## src/rtl/fft_frame_ctrl.sv

```systemverilog
// Frame sequencer for the FIFO -> FFT magnitude path: gates sample writes, arms the FFT,
// tracks unload and counts frames. Optional peak-bin tracker under FFT_FRAME_CTRL_PEAK_EN.
module fft_frame_ctrl #(
   parameter int unsigned N_LOG2      = 10,
   parameter int unsigned FILL_THRESH = 1023,
   parameter int unsigned TIMEOUT     = 8192
) (
   input  logic        clk,
   input  logic        reset,
   input  logic        enable,
   input  logic        tick_640k,
   input  logic [10:0] fifo_data_count,
   input  logic        fifo_full,
   input  logic        fifo_empty,
   input  logic        fft_rfd,
   input  logic [9:0]  fft_xn_index,
   input  logic        fft_done,
   input  logic        fft_dv,
   input  logic [9:0]  fft_xk_index,
   input  logic [9:0]  fft_abs,
   output logic        fifo_wr_en,
   output logic        fifo_rd_en,
   output logic        fft_start,
   output logic        frame_done,
   output logic [15:0] frame_count,
   output logic [2:0]  state_o,
   output logic        overflow_err,
   output logic        underflow_err,
   output logic        timeout_err
`ifdef FFT_FRAME_CTRL_PEAK_EN
   ,
   output logic [9:0]  peak_index,
   output logic [9:0]  peak_abs,
   output logic        peak_valid
`endif
);

   localparam int unsigned FRAME_LEN = 2 ** N_LOG2;
   localparam int unsigned WD_W      = $clog2(TIMEOUT + 1);
   localparam logic [9:0]  LAST_IDX  = 10'(FRAME_LEN - 1);

   typedef enum logic [2:0] {
      ST_IDLE      = 3'd0,
      ST_FILL      = 3'd1,
      ST_LOAD      = 3'd2,
      ST_WAIT_DONE = 3'd3,
      ST_UNLOAD    = 3'd4
   } state_e;

   state_e            state_q, state_d;
   logic              wr_en_q, wr_en_d;
   logic              fft_start_q, fft_start_d;
   logic              frame_done_q, frame_done_d;
   logic [15:0]       frame_count_q, frame_count_d;
   logic              overflow_q, overflow_d;
   logic              underflow_q, underflow_d;
   logic              timeout_q, timeout_d;
   logic [WD_W-1:0]   wdog_q, wdog_d;
   logic              active;
   logic              timed_out;

   assign active    = (state_q != ST_IDLE);
   assign timed_out = (wdog_q == WD_W'(TIMEOUT - 1)) &&
                      ((state_q == ST_LOAD) || (state_q == ST_WAIT_DONE) || (state_q == ST_UNLOAD));

   // FIFO reads follow the FFT's demand directly so no sample slot is lost
   assign fifo_rd_en = fft_rfd & (state_q == ST_LOAD);

   always_comb begin
      state_d       = state_q;
      fft_start_d   = fft_start_q;
      frame_done_d  = 1'b0;
      frame_count_d = frame_count_q;
      timeout_d     = timeout_q;
      wr_en_d       = tick_640k & active & ~fifo_full;
      overflow_d    = overflow_q | (tick_640k & active & fifo_full);
      underflow_d   = underflow_q | (fft_rfd & fifo_empty & (state_q == ST_LOAD));

      case (state_q)
         ST_IDLE: begin
            fft_start_d = 1'b0;
            if (enable) state_d = ST_FILL;
         end
         ST_FILL: begin
            if (fifo_data_count >= 11'(FILL_THRESH)) begin
               fft_start_d = 1'b1;
               state_d     = ST_LOAD;
            end
         end
         ST_LOAD: begin
            if (fft_rfd && (fft_xn_index == LAST_IDX)) begin
               fft_start_d = 1'b0;
               state_d     = ST_WAIT_DONE;
            end
         end
         ST_WAIT_DONE: begin
            // a pipelined core may present bin 0 before (or without) fft_done
            if (fft_done || (fft_dv && (fft_xk_index == 10'd0))) state_d = ST_UNLOAD;
         end
         ST_UNLOAD: begin
            if (fft_dv && (fft_xk_index == LAST_IDX)) begin
               frame_done_d  = 1'b1;
               frame_count_d = frame_count_q + 16'd1;
               state_d       = enable ? ST_FILL : ST_IDLE;
            end
         end
         default: state_d = ST_IDLE;
      endcase

      if (timed_out) begin
         timeout_d     = 1'b1;
         fft_start_d   = 1'b0;
         frame_done_d  = 1'b0;
         frame_count_d = frame_count_q;
         state_d       = ST_FILL;
      end

      wdog_d = ((state_d != state_q) || !active || (state_q == ST_FILL)) ? '0 : wdog_q + WD_W'(1);
   end

   always_ff @(posedge clk or negedge reset) begin
      if (!reset) begin
         state_q       <= ST_IDLE;
         wr_en_q       <= 1'b0;
         fft_start_q   <= 1'b0;
         frame_done_q  <= 1'b0;
         frame_count_q <= '0;
         overflow_q    <= 1'b0;
         underflow_q   <= 1'b0;
         timeout_q     <= 1'b0;
         wdog_q        <= '0;
      end else begin
         state_q       <= state_d;
         wr_en_q       <= wr_en_d;
         fft_start_q   <= fft_start_d;
         frame_done_q  <= frame_done_d;
         frame_count_q <= frame_count_d;
         overflow_q    <= overflow_d;
         underflow_q   <= underflow_d;
         timeout_q     <= timeout_d;
         wdog_q        <= wdog_d;
      end
   end

   assign fifo_wr_en    = wr_en_q;
   assign fft_start     = fft_start_q;
   assign frame_done    = frame_done_q;
   assign frame_count   = frame_count_q;
   assign state_o       = state_q;
   assign overflow_err  = overflow_q;
   assign underflow_err = underflow_q;
   assign timeout_err   = timeout_q;

`ifdef FFT_FRAME_CTRL_PEAK_EN
   // Peak search over the positive-frequency bins, excluding DC; strict > keeps the lower index on ties
   logic [9:0] pk_max_q, pk_max_d;
   logic [9:0] pk_idx_q, pk_idx_d;
   logic [9:0] peak_index_q, peak_index_d;
   logic [9:0] peak_abs_q, peak_abs_d;
   logic       peak_valid_q, peak_valid_d;

   always_comb begin
      pk_max_d     = pk_max_q;
      pk_idx_d     = pk_idx_q;
      peak_index_d = peak_index_q;
      peak_abs_d   = peak_abs_q;
      peak_valid_d = frame_done_d;
      if (state_q != ST_UNLOAD) begin
         pk_max_d = '0;
         pk_idx_d = '0;
      end else if (fft_dv && (fft_xk_index != 10'd0) && (fft_xk_index < 10'(FRAME_LEN / 2)) &&
                   (fft_abs > pk_max_q)) begin
         pk_max_d = fft_abs;
         pk_idx_d = fft_xk_index;
      end
      if (frame_done_d) begin
         peak_index_d = pk_idx_d;
         peak_abs_d   = pk_max_d;
      end
   end

   always_ff @(posedge clk or negedge reset) begin
      if (!reset) begin
         pk_max_q     <= '0;
         pk_idx_q     <= '0;
         peak_index_q <= '0;
         peak_abs_q   <= '0;
         peak_valid_q <= 1'b0;
      end else begin
         pk_max_q     <= pk_max_d;
         pk_idx_q     <= pk_idx_d;
         peak_index_q <= peak_index_d;
         peak_abs_q   <= peak_abs_d;
         peak_valid_q <= peak_valid_d;
      end
   end

   assign peak_index = peak_index_q;
   assign peak_abs   = peak_abs_q;
   assign peak_valid = peak_valid_q;
`else
   logic unused_abs;
   assign unused_abs = ^fft_abs;
`endif

endmodule

```

## config.mk

```make
export PLATFORM = sky130hd
export DESIGN_NAME = fft_frame_ctrl
export DESIGN_NICKNAME = d
export VERILOG_FILES = /design/src/rtl/fft_frame_ctrl.sv
export SDC_FILE = /design/constraint.sdc
export NUM_CORES = 1
export LEC_CHECK = 0
export ABC_AREA = 1
export BUFFER_PORTS_ARGS = -buffer_cell sky130_fd_sc_hd__buf_4
export CAP_MARGIN = 15
export CORE_ASPECT_RATIO = 1.4
export CORE_MARGIN = 2
export CORE_UTILIZATION = 54
export DETAILED_ROUTE_END_ITERATION = 8
export PLACE_DENSITY_LB_ADDON = 0.3
export REMOVE_ABC_BUFFERS = 1
export SLEW_MARGIN = 20
export SYNTH_ARGS = -nofsm -noshare
export SYNTH_HDL_FRONTEND = slang
export SYNTH_SLANG_ARGS = --single-unit
export TNS_END_PERCENT = 30
```

## constraint.sdc

```tcl
create_clock -name clk -period 2.8 [get_ports clk]
set_input_delay 0.84 -clock clk [delete_from_list [all_inputs] [get_ports clk]]
set_output_delay 0.84 -clock clk [all_outputs]
set_load 0.005 [all_outputs]
```

==> flow_metrics.env, run 1 <==
export IMPL_ios=76
export IMPL_power_density_nw_per_um2=569
export IMPL_htree_levels=2
export IMPL_hpwl_mm=3.58
export IMPL_outcome="complete, no violations"
export IMPL_grt_usage_pct=21.7
export IMPL_postSynthAreaPerCell_um2=8.33
export IMPL_clk_latency_ps=300
export IMPL_max_vdd_ir_drop_mv=0.600
export IMPL_path_cells="inv_2 > nand2_1 > nor2_1 > inv_2 > nor2_1 > buf_4"
export IMPL_avgRoutedWirePerCell_um=11.9
export IMPL_setup_viol=0
export IMPL_post_synth_top_area_cell="dfrtp_1"
export IMPL_drive_above_1_share_pct=29.4
export IMPL_critPathMaxFanout=4
export IMPL_synth_top_area_share_pct=42.5
export IMPL_fillers=330
export IMPL_synthFlopType="dfrtp_1"
export IMPL_synth_simple_area_share_pct=36.9
export IMPL_max_stage_delay_ps=430
export IMPL_synth_top_family_by_area="simple AND/OR/NAND/NOR gates"
export IMPL_yosys_area_share_xor_xnor_pct=10.3
export IMPL_synth_compound_area_share_pct=2.78
export IMPL_cts_sinks=39
export IMPL_grt_pass1_vias=1940
export IMPL_routed_wl_mm=4.67
export IMPL_syn_area_um2=2300
export IMPL_cts_setup_buffers=0
export IMPL_via_count=2014
export IMPL_fmax_mhz=430
export IMPL_cp_num_buf_inv=3
export IMPL_core_area_um2=4170
export IMPL_yosys_cell_types_count=30
export IMPL_hp_class="reg -> reg"
export IMPL_slew_violations=0
export IMPL_cts_repair_resize_count=0
export IMPL_dp_cells=384
export IMPL_worstHoldStart="wdog_q[0]"
export IMPL_path_class="reg -> out"
export IMPL_rsz0062_at_grt="no"
export IMPL_synth_edff_count=0
export IMPL_viasPerCell=5.14
export IMPL_grt_ovfl_total=0
export IMPL_die_h_um=81.2
export IMPL_reg2reg_slack_ps=920
export IMPL_synth_mux_area_fraction_pct=0
export IMPL_clock_skew_ps=6.48
export IMPL_finalNonFillerCells=392
export IMPL_path_clk_slew_ps=80
export IMPL_ys_ff_latch=39
export IMPL_synth_area_leaders="dfrtp_1 42%, nand2_1 11%, nor2_4 6.4%, xor2_1 6.1%, nor2_1 4.9%"
export IMPL_crit_required_ps=1960
export IMPL_tns_ps=0
export IMPL_post_synth_top_count_cell="nand2_1"
export IMPL_nets=398
export IMPL_power_leakage_nw=1.48
export IMPL_reg2reg_from="wdog_q[0]"
export IMPL_cp_start_kind="register"
export IMPL_drv_cap=0
export IMPL_clk_path_buf_depth=2
export IMPL_drt_pass1_iterations=4
export IMPL_cts_root_buf="clkbuf_8"
export IMPL_grt_max_degree=40
export IMPL_synthTopCellsByCount="68 x nand2_1, 39 x dfrtp_1, 30 x nor2_1"
export IMPL_fp_dieArea_um2=4800
export IMPL_die_w_um=59.1
export IMPL_drc_errors=0
export IMPL_crit_slowest_cell="dfrtp_1"
export IMPL_portBuffers=65
export IMPL_path_delay_family="simple AND/OR/NAND/NOR gates"
export IMPL_antenna_cells=0
export IMPL_ys_seq_area_share_pct=42.5
export IMPL_worst_pin_slew_ps=476
export IMPL_yosys_warnings=0
export IMPL_ctsHoldBuffers=0
export IMPL_tritoncts="yes"
export IMPL_finalHoldViolations=0
export IMPL_hold_slack_ps=458
export IMPL_fin_crit_ps=2320
export IMPL_synthAdderAreaFrac_pct=1.09
export IMPL_antenna_found_initial=0
export IMPL_grt_pass1_wl_mm=8.02
export IMPL_area_growth_pct=28.4
export IMPL_relSlewSlack_pct=68.3
export IMPL_numCtsBuffers=5
export IMPL_ys_async_sr_fraction_pct=100
export IMPL_endpoint_kind="output port"
export IMPL_detail_route_antenna_nets=0
export IMPL_rows=28
export IMPL_gp_congestion=0.881
export IMPL_crit_start="state_o[2]"
export IMPL_period_share_pct=83.0
export IMPL_dr_first_iter_drc_count=57
export IMPL_initial_core_util_pct=55.1
export IMPL_syn_inst=276
export IMPL_worstPathArrival_ps=1480
[through the flow]
stage          setup slack (ps)  total power [W]  instance area [µm²]  util [%]
4_1_cts                     468          0.00169                 2950      70.8
3_3_place_gp                524          0.00113                 2820      67.6
5_1_grt                     357          0.00177                 2950      70.8
6_report                    475          0.00168                 2950      70.8
3_5_place_dp                463          0.00114                 2820      67.6
2_1_floorplan               781         0.000960                 2270         -
[cell usage in the layout, fill, tap and decap left out]
cell	Yosys	layout
dfrtp_1	39	39
nor2_4	13	13
a21oi_1	1	1
nand4_1	8	8
clkbuf_1	0	1
nand2_1	68	68
nand4_2	1	1
inv_2	4	4
nor4_1	1	1
buf_4	0	65
nand3_2	3	3
xnor2_1	11	11
nor2_2	1	1
o21ai_1	5	5
nand2_4	1	1
nand4_4	1	1
ha_1	2	2
bufinv_16	0	2
or2_0	1	1
inv_1	29	29
nor2_1	30	30
nor3b_2	1	1
nand2_2	3	3
and3_1	1	1
xor2_1	16	16
clkbuf_8	0	5
o21ai_0	2	2
nand3_1	16	16
nor3_1	10	10
a31o_2	2	2
a31oi_1	1	1
nand3b_1	3	3
[worst register-to-register path: stages (launching register included)]
cell and delay [ps]:
dfrtp_1 370, ha_1 200, nand3_2 170, nor2_4 190, nand4_4 160, nand2_1 130
nand2_1 70, nand2_2 60, nor2_2 40, nand2_4 280, nor2_1 80
[layout make-up]
type	instances	area, µm²	area share [%]
repair buffers	65	488	16.5
inverters	33	124	4.20
well taps	45	56.3	1.91
clock inverters	2	60.1	2.04
flip-flops and latches	39	976	33.1
multi-input cells	202	1170	39.8
clock buffers	6	72.6	2.46
[cells by family after synthesis]
group / count (synthesis)
simple gates: 162
compound gates: 11
xor+xnor: 27
buf+inv: 35
fa+ha+maj: 2
flops: 39
[sequential cells by signal, summed over array words and instances, names as in the netlist]
register,cells
underflow_err,1
frame_done,1
state_o,3
fifo_wr_en,1
wdog_q,14
timeout_err,1
overflow_err,1
frame_count,16
fft_start,1
[report_power, final]
group          internal [W]  switching [W]  leakage [nW]  total [W]
Combinational      0.000173       0.000310         0.910   0.000483
Sequential         0.000605      0.0000368         0.504   0.000642
Clock              0.000356       0.000198        0.0654   0.000554
Total               0.00113       0.000545          1.48    0.00168
[worst paths after layout]
check,cells past startpoint,endpoint
max in group asynchronous,1,frame_count[7]
worst max-delay path,6,fifo_rd_en
worst max register to register,10,wdog_q[13]
worst min-delay path,1,wdog_q[0]
min in group asynchronous,1,wdog_q[2]
worst min register to register,1,wdog_q[0]
[layer usage]
metal  vias up  routed length [µm]  track usage, %
met5         -                   0               0
met4         0                  90            9.32
met3         8                 292            4.78
met2        79                2370            36.1
met1       914                1910            26.7
li1       1013                   -               -
No activity file was read; power rests on OpenSTA's default activity.
==> run 2: changes to the inputs <==
Settings changed: CORE_UTILIZATION 54 to 46.
Clock period 2.8 ns to 2.1 ns, I/O delays scaled along.
==> run 2 against run 1 <==
  * Sequential power increased by 33%
  * Non-clock buffer count is 2 higher
  * Largest power group unchanged
  * Utilization down 9.3 points
  * Setup slack worse by 360 ps
  * Register-to-register slack got worse by 710 ps
==> flow_metrics.env, run 2 (synthesis gave the netlist of run 1 again) <==
export IMPL_final_common_cell="nand2_1"
export IMPL_fin_crit_ps=1990
export IMPL_tns_ps=0
export IMPL_rows=30
export IMPL_final_cell_mix="68 x nand2_1, 67 x buf_4, 39 x dfrtp_1"
export IMPL_hold_slack_ps=313
export IMPL_gp_congestion=0.843
export IMPL_cts_sinks=39
export IMPL_clk_path_buf_depth=2
export IMPL_initial_core_util_pct=47.5
export IMPL_largest_register_ff_count=16
export IMPL_viasPerCell=4.80
export IMPL_htree_levels=2
export IMPL_routed_wl_mm=4.51
export IMPL_grt_max_degree=40
export IMPL_cts_repair_resize_count=0
export IMPL_period_share_pct=94.6
export IMPL_grt_pass1_wl_mm=8.07
export IMPL_dr_first_iter_drc_count=96
export IMPL_die_h_um=87.6
export IMPL_grt_ovfl_total=0
export IMPL_core_area_um2=4840
export IMPL_drt_pass1_iterations=4
export IMPL_setup_viol=0
export IMPL_detail_route_antenna_nets=0
export IMPL_cts_root_buf="clkbuf_8"
export IMPL_ios=76
export IMPL_worstRegToRegCells=8
export IMPL_portBuffers=65
export IMPL_power_density_nw_per_um2=721
export IMPL_fp_dieArea_um2=5590
export IMPL_fmax_mhz=503
export IMPL_path_class="reg -> out"
export IMPL_ctsHoldBuffers=0
export IMPL_grt_usage_pct=17.9
export IMPL_outcome="complete, no violations"
export IMPL_drv_cap=0
export IMPL_antenna_cells=0
export IMPL_drc_errors=0
export IMPL_antenna_found_initial=0
export IMPL_hpwl_mm=3.57
export IMPL_die_w_um=63.7
export IMPL_max_vdd_ir_drop_mv=0.473
export IMPL_slew_violations=0
export IMPL_via_count=1984
export IMPL_endpoint_kind="output port"
export IMPL_worst_pin_slew_ps=491
export IMPL_numCtsBuffers=5
export IMPL_critPathMaxFanout=4
export IMPL_reg2reg_slack_ps=210
export IMPL_finalHoldViolations=0
export IMPL_grt_pass1_vias=2001
export IMPL_power_leakage_nw=1.48
export IMPL_worstPathArrival_ps=1360
export IMPL_hp_class="in -> async"
export IMPL_area_growth_pct=29.4
export IMPL_relSlewSlack_pct=67.2
export IMPL_fillers=426
export IMPL_cp_start_kind="register"
export IMPL_clk_latency_ps=280
export IMPL_drive_above_1_share_pct=30.1
export IMPL_avgRoutedWirePerCell_um=10.9
export IMPL_nets=400
export IMPL_rsz0062_at_grt="no"
export IMPL_clock_skew_ps=8.09
export IMPL_tritoncts="yes"
export IMPL_crit_required_ps=1470
export IMPL_cts_setup_buffers=0
export IMPL_path_clk_slew_ps=70
==> run 2: routing by layer <==
layer	GRT usage (%)	vias up	wire length, µm
met5	0	-	0
met4	7.31	0	57
met3	2.83	5	215
met2	32.5	58	2310
met1	21.0	904	1920
li1	-	1017	-
==> run 2: critical path, cell delays in order, from the launching register on <==
cell and delay [ps]:
dfrtp_1 420, inv_2 90, nand2_1 100, nor2_1 180, inv_2 80, nor2_1 90, buf_4 110
==> run 2: area by class of cell <==
class	instances	area, µm²	share of cell area [%]
multi-input cells	202	1170	39.5
flip-flops and latches	39	976	32.8
repair buffers	67	503	16.9
inverters	33	124	4.16
clock buffers	6	82.6	2.78
well taps	64	80.1	2.69
clock inverters	2	35.0	1.18
==> run 2: stage by stage <==
step	instances	instance area [µm²]	power, W	setup WS, ps	util (%)
after floorplan	274	2270	0.00128	291	-
after global placement	405	2860	0.00152	27.5	59.0
after detailed placement	405	2860	0.00153	-26.6	59.0
after CTS	413	2970	0.00217	101	61.4
after global routing	413	2970	0.00228	3.99	61.4
final	413	2970	0.00215	112	61.4
==> run 2: power by group <==
| part | internal (W) | switching (W) | leakage (nW) |
|---|---|---|---|
| Clock | 0.000384 | 0.000253 | 0.0612 |
| Sequential | 0.000807 | 0.0000465 | 0.504 |
| Combinational | 0.000241 | 0.000413 | 0.919 |
| Total | 0.00143 | 0.000712 | 1.48 |
==> run 2: final timing paths <==
| kind | start | endpoint |
|---|---|---|
| max | state_o[2] | fifo_rd_en |
| min | reset | wdog_q[3] |
| max reg2reg | wdog_q[0] | wdog_q[1] |
| min reg2reg | wdog_q[0] | wdog_q[0] |
| max in group asynchronous | reset | frame_count[4] |
| min in group clk | wdog_q[0] | wdog_q[0] |
==> run 3: changes to the inputs <==
Settings changed: PLACE_DENSITY_LB_ADDON 0.3 to 0.15.
==> run 3 against run 2 <==
  * Sequential share of layout area unchanged
  * Sequential power rose by 0.9%
  * Non-clock buffer count fell by 1
  * Critical endpoint unchanged
  * Register-to-register slack is essentially flat
  * Critical path type unchanged
==> flow_metrics.env, run 3 (synthesis gave the netlist of run 1 again) <==
export IMPL_setup_viol=0
export IMPL_drc_errors=0
export IMPL_routed_wl_mm=4.63
export IMPL_path_clk_slew_ps=70
export IMPL_hp_class="in -> async"
export IMPL_clk_latency_ps=290
export IMPL_detail_route_antenna_nets=0
export IMPL_clock_skew_ps=9.98
export IMPL_cts_setup_buffers=0
export IMPL_die_w_um=63.7
export IMPL_max_vdd_ir_drop_mv=0.648
export IMPL_die_h_um=87.6
export IMPL_cts_repair_resize_count=0
export IMPL_gp_congestion=0.855
export IMPL_fin_crit_ps=1990
export IMPL_grt_pass1_vias=1905
export IMPL_final_common_cell="nand2_1"
export IMPL_fmax_mhz=503
export IMPL_cts_root_buf="clkbuf_8"
export IMPL_drive_above_1_share_pct=30.2
export IMPL_reg2reg_slack_ps=200
export IMPL_finalHoldViolations=0
export IMPL_worst_pin_slew_ps=493
export IMPL_dp_cells=404
export IMPL_hpwl_mm=3.60
export IMPL_crit_required_ps=1470
export IMPL_ios=76
export IMPL_cp_start_kind="register"
export IMPL_portBuffers=65
export IMPL_numCtsBuffers=5
export IMPL_rows=30
export IMPL_critPathMaxFanout=4
export IMPL_area_growth_pct=29.4
export IMPL_grt_usage_pct=17.8
export IMPL_dr_first_iter_drc_count=88
export IMPL_path_class="reg -> out"
export IMPL_cts_sinks=39
export IMPL_relSlewSlack_pct=67.1
export IMPL_ctsHoldBuffers=0
export IMPL_core_area_um2=4840
export IMPL_grt_max_degree=40
export IMPL_drt_pass1_iterations=4
export IMPL_nets=399
export IMPL_antenna_cells=0
export IMPL_power_density_nw_per_um2=724
export IMPL_endpoint_kind="output port"
export IMPL_final_cell_mix="68 x nand2_1, 66 x buf_4, 39 x dfrtp_1"
export IMPL_drv_cap=0
export IMPL_outcome="complete, no violations"
export IMPL_largest_register_ff_count=16
export IMPL_power_leakage_nw=1.48
export IMPL_worstPathArrival_ps=1360
export IMPL_grt_pass1_wl_mm=7.88
export IMPL_tritoncts="yes"
export IMPL_via_count=1995
export IMPL_viasPerCell=4.84
export IMPL_clk_path_buf_depth=2
export IMPL_dp_worst_setup_slack_ps=-6.69
export IMPL_antenna_found_initial=0
export IMPL_period_share_pct=94.7
export IMPL_hold_slack_ps=301
export IMPL_finalNonFillerCells=412
export IMPL_avgRoutedWirePerCell_um=11.2
export IMPL_initial_core_util_pct=47.5
export IMPL_tns_ps=0
export IMPL_rsz0062_at_grt="no"
export IMPL_slew_violations=0
export IMPL_grt_ovfl_total=0
export IMPL_htree_levels=2
export IMPL_power_w=0.00215
export IMPL_fp_dieArea_um2=5590
export IMPL_fin_ws_ps=111
run 3: cell count changes in the layout (fill, tap and decap cells not counted):
cell    change
buf_4       -1
nor2_1      -1
nor2_4      +1
run 3: routing by layer:
layer | part of all wire [%] | global-route usage, %
met4 | 1.6 | 6.32
met3 | 5.2 | 3.60
met5 | 0 | 0
met1 | 43 | 20.2
met2 | 51 | 32.9
run 3: worst paths after layout:
| path | start | to | cells past startpoint |
|---|---|---|---|
| max | state_o[2] | fifo_rd_en | 6 |
| min | reset | wdog_q[0] | 1 |
| max reg2reg | wdog_q[0] | wdog_q[0] | 10 |
| min reg2reg | wdog_q[0] | wdog_q[0] | 1 |
| max in group asynchronous | reset | fifo_wr_en | 1 |
| min in group clk | wdog_q[0] | wdog_q[0] | 1 |
run 3: worst max-delay path: stages (launching register included):
cell and delay (ps):
dfrtp_1 430, inv_2 90, nand2_1 140, nor2_4 160, inv_2 60, nor2_1 80
buf_4 110
run 3: area by class of cell:
cell class	count	area, µm²
Tap cell	64	80.1
Sequential cell	39	976
Timing Repair Buffer	66	495
Inverter	33	124
Clock inverter	2	35.0
Fill cell	435	1870
Multi-Input combinational cell	202	1180
Clock buffer	6	82.6
run 3: metrics by stage:
step | utilization [%] | instance area, µm²
floorplan | - | 2270
global placement | 58.8 | 2850
detailed placement | 58.8 | 2850
CTS | 61.3 | 2970
global route | 61.4 | 2970
finish | 61.4 | 2970
run 3: report_power, final:
part           internal [W]  total [W]  switching (W)
combinational      0.000236   0.000650       0.000414
sequential         0.000807   0.000862      0.0000544
clock              0.000384   0.000642       0.000258
total               0.00143    0.00215       0.000726
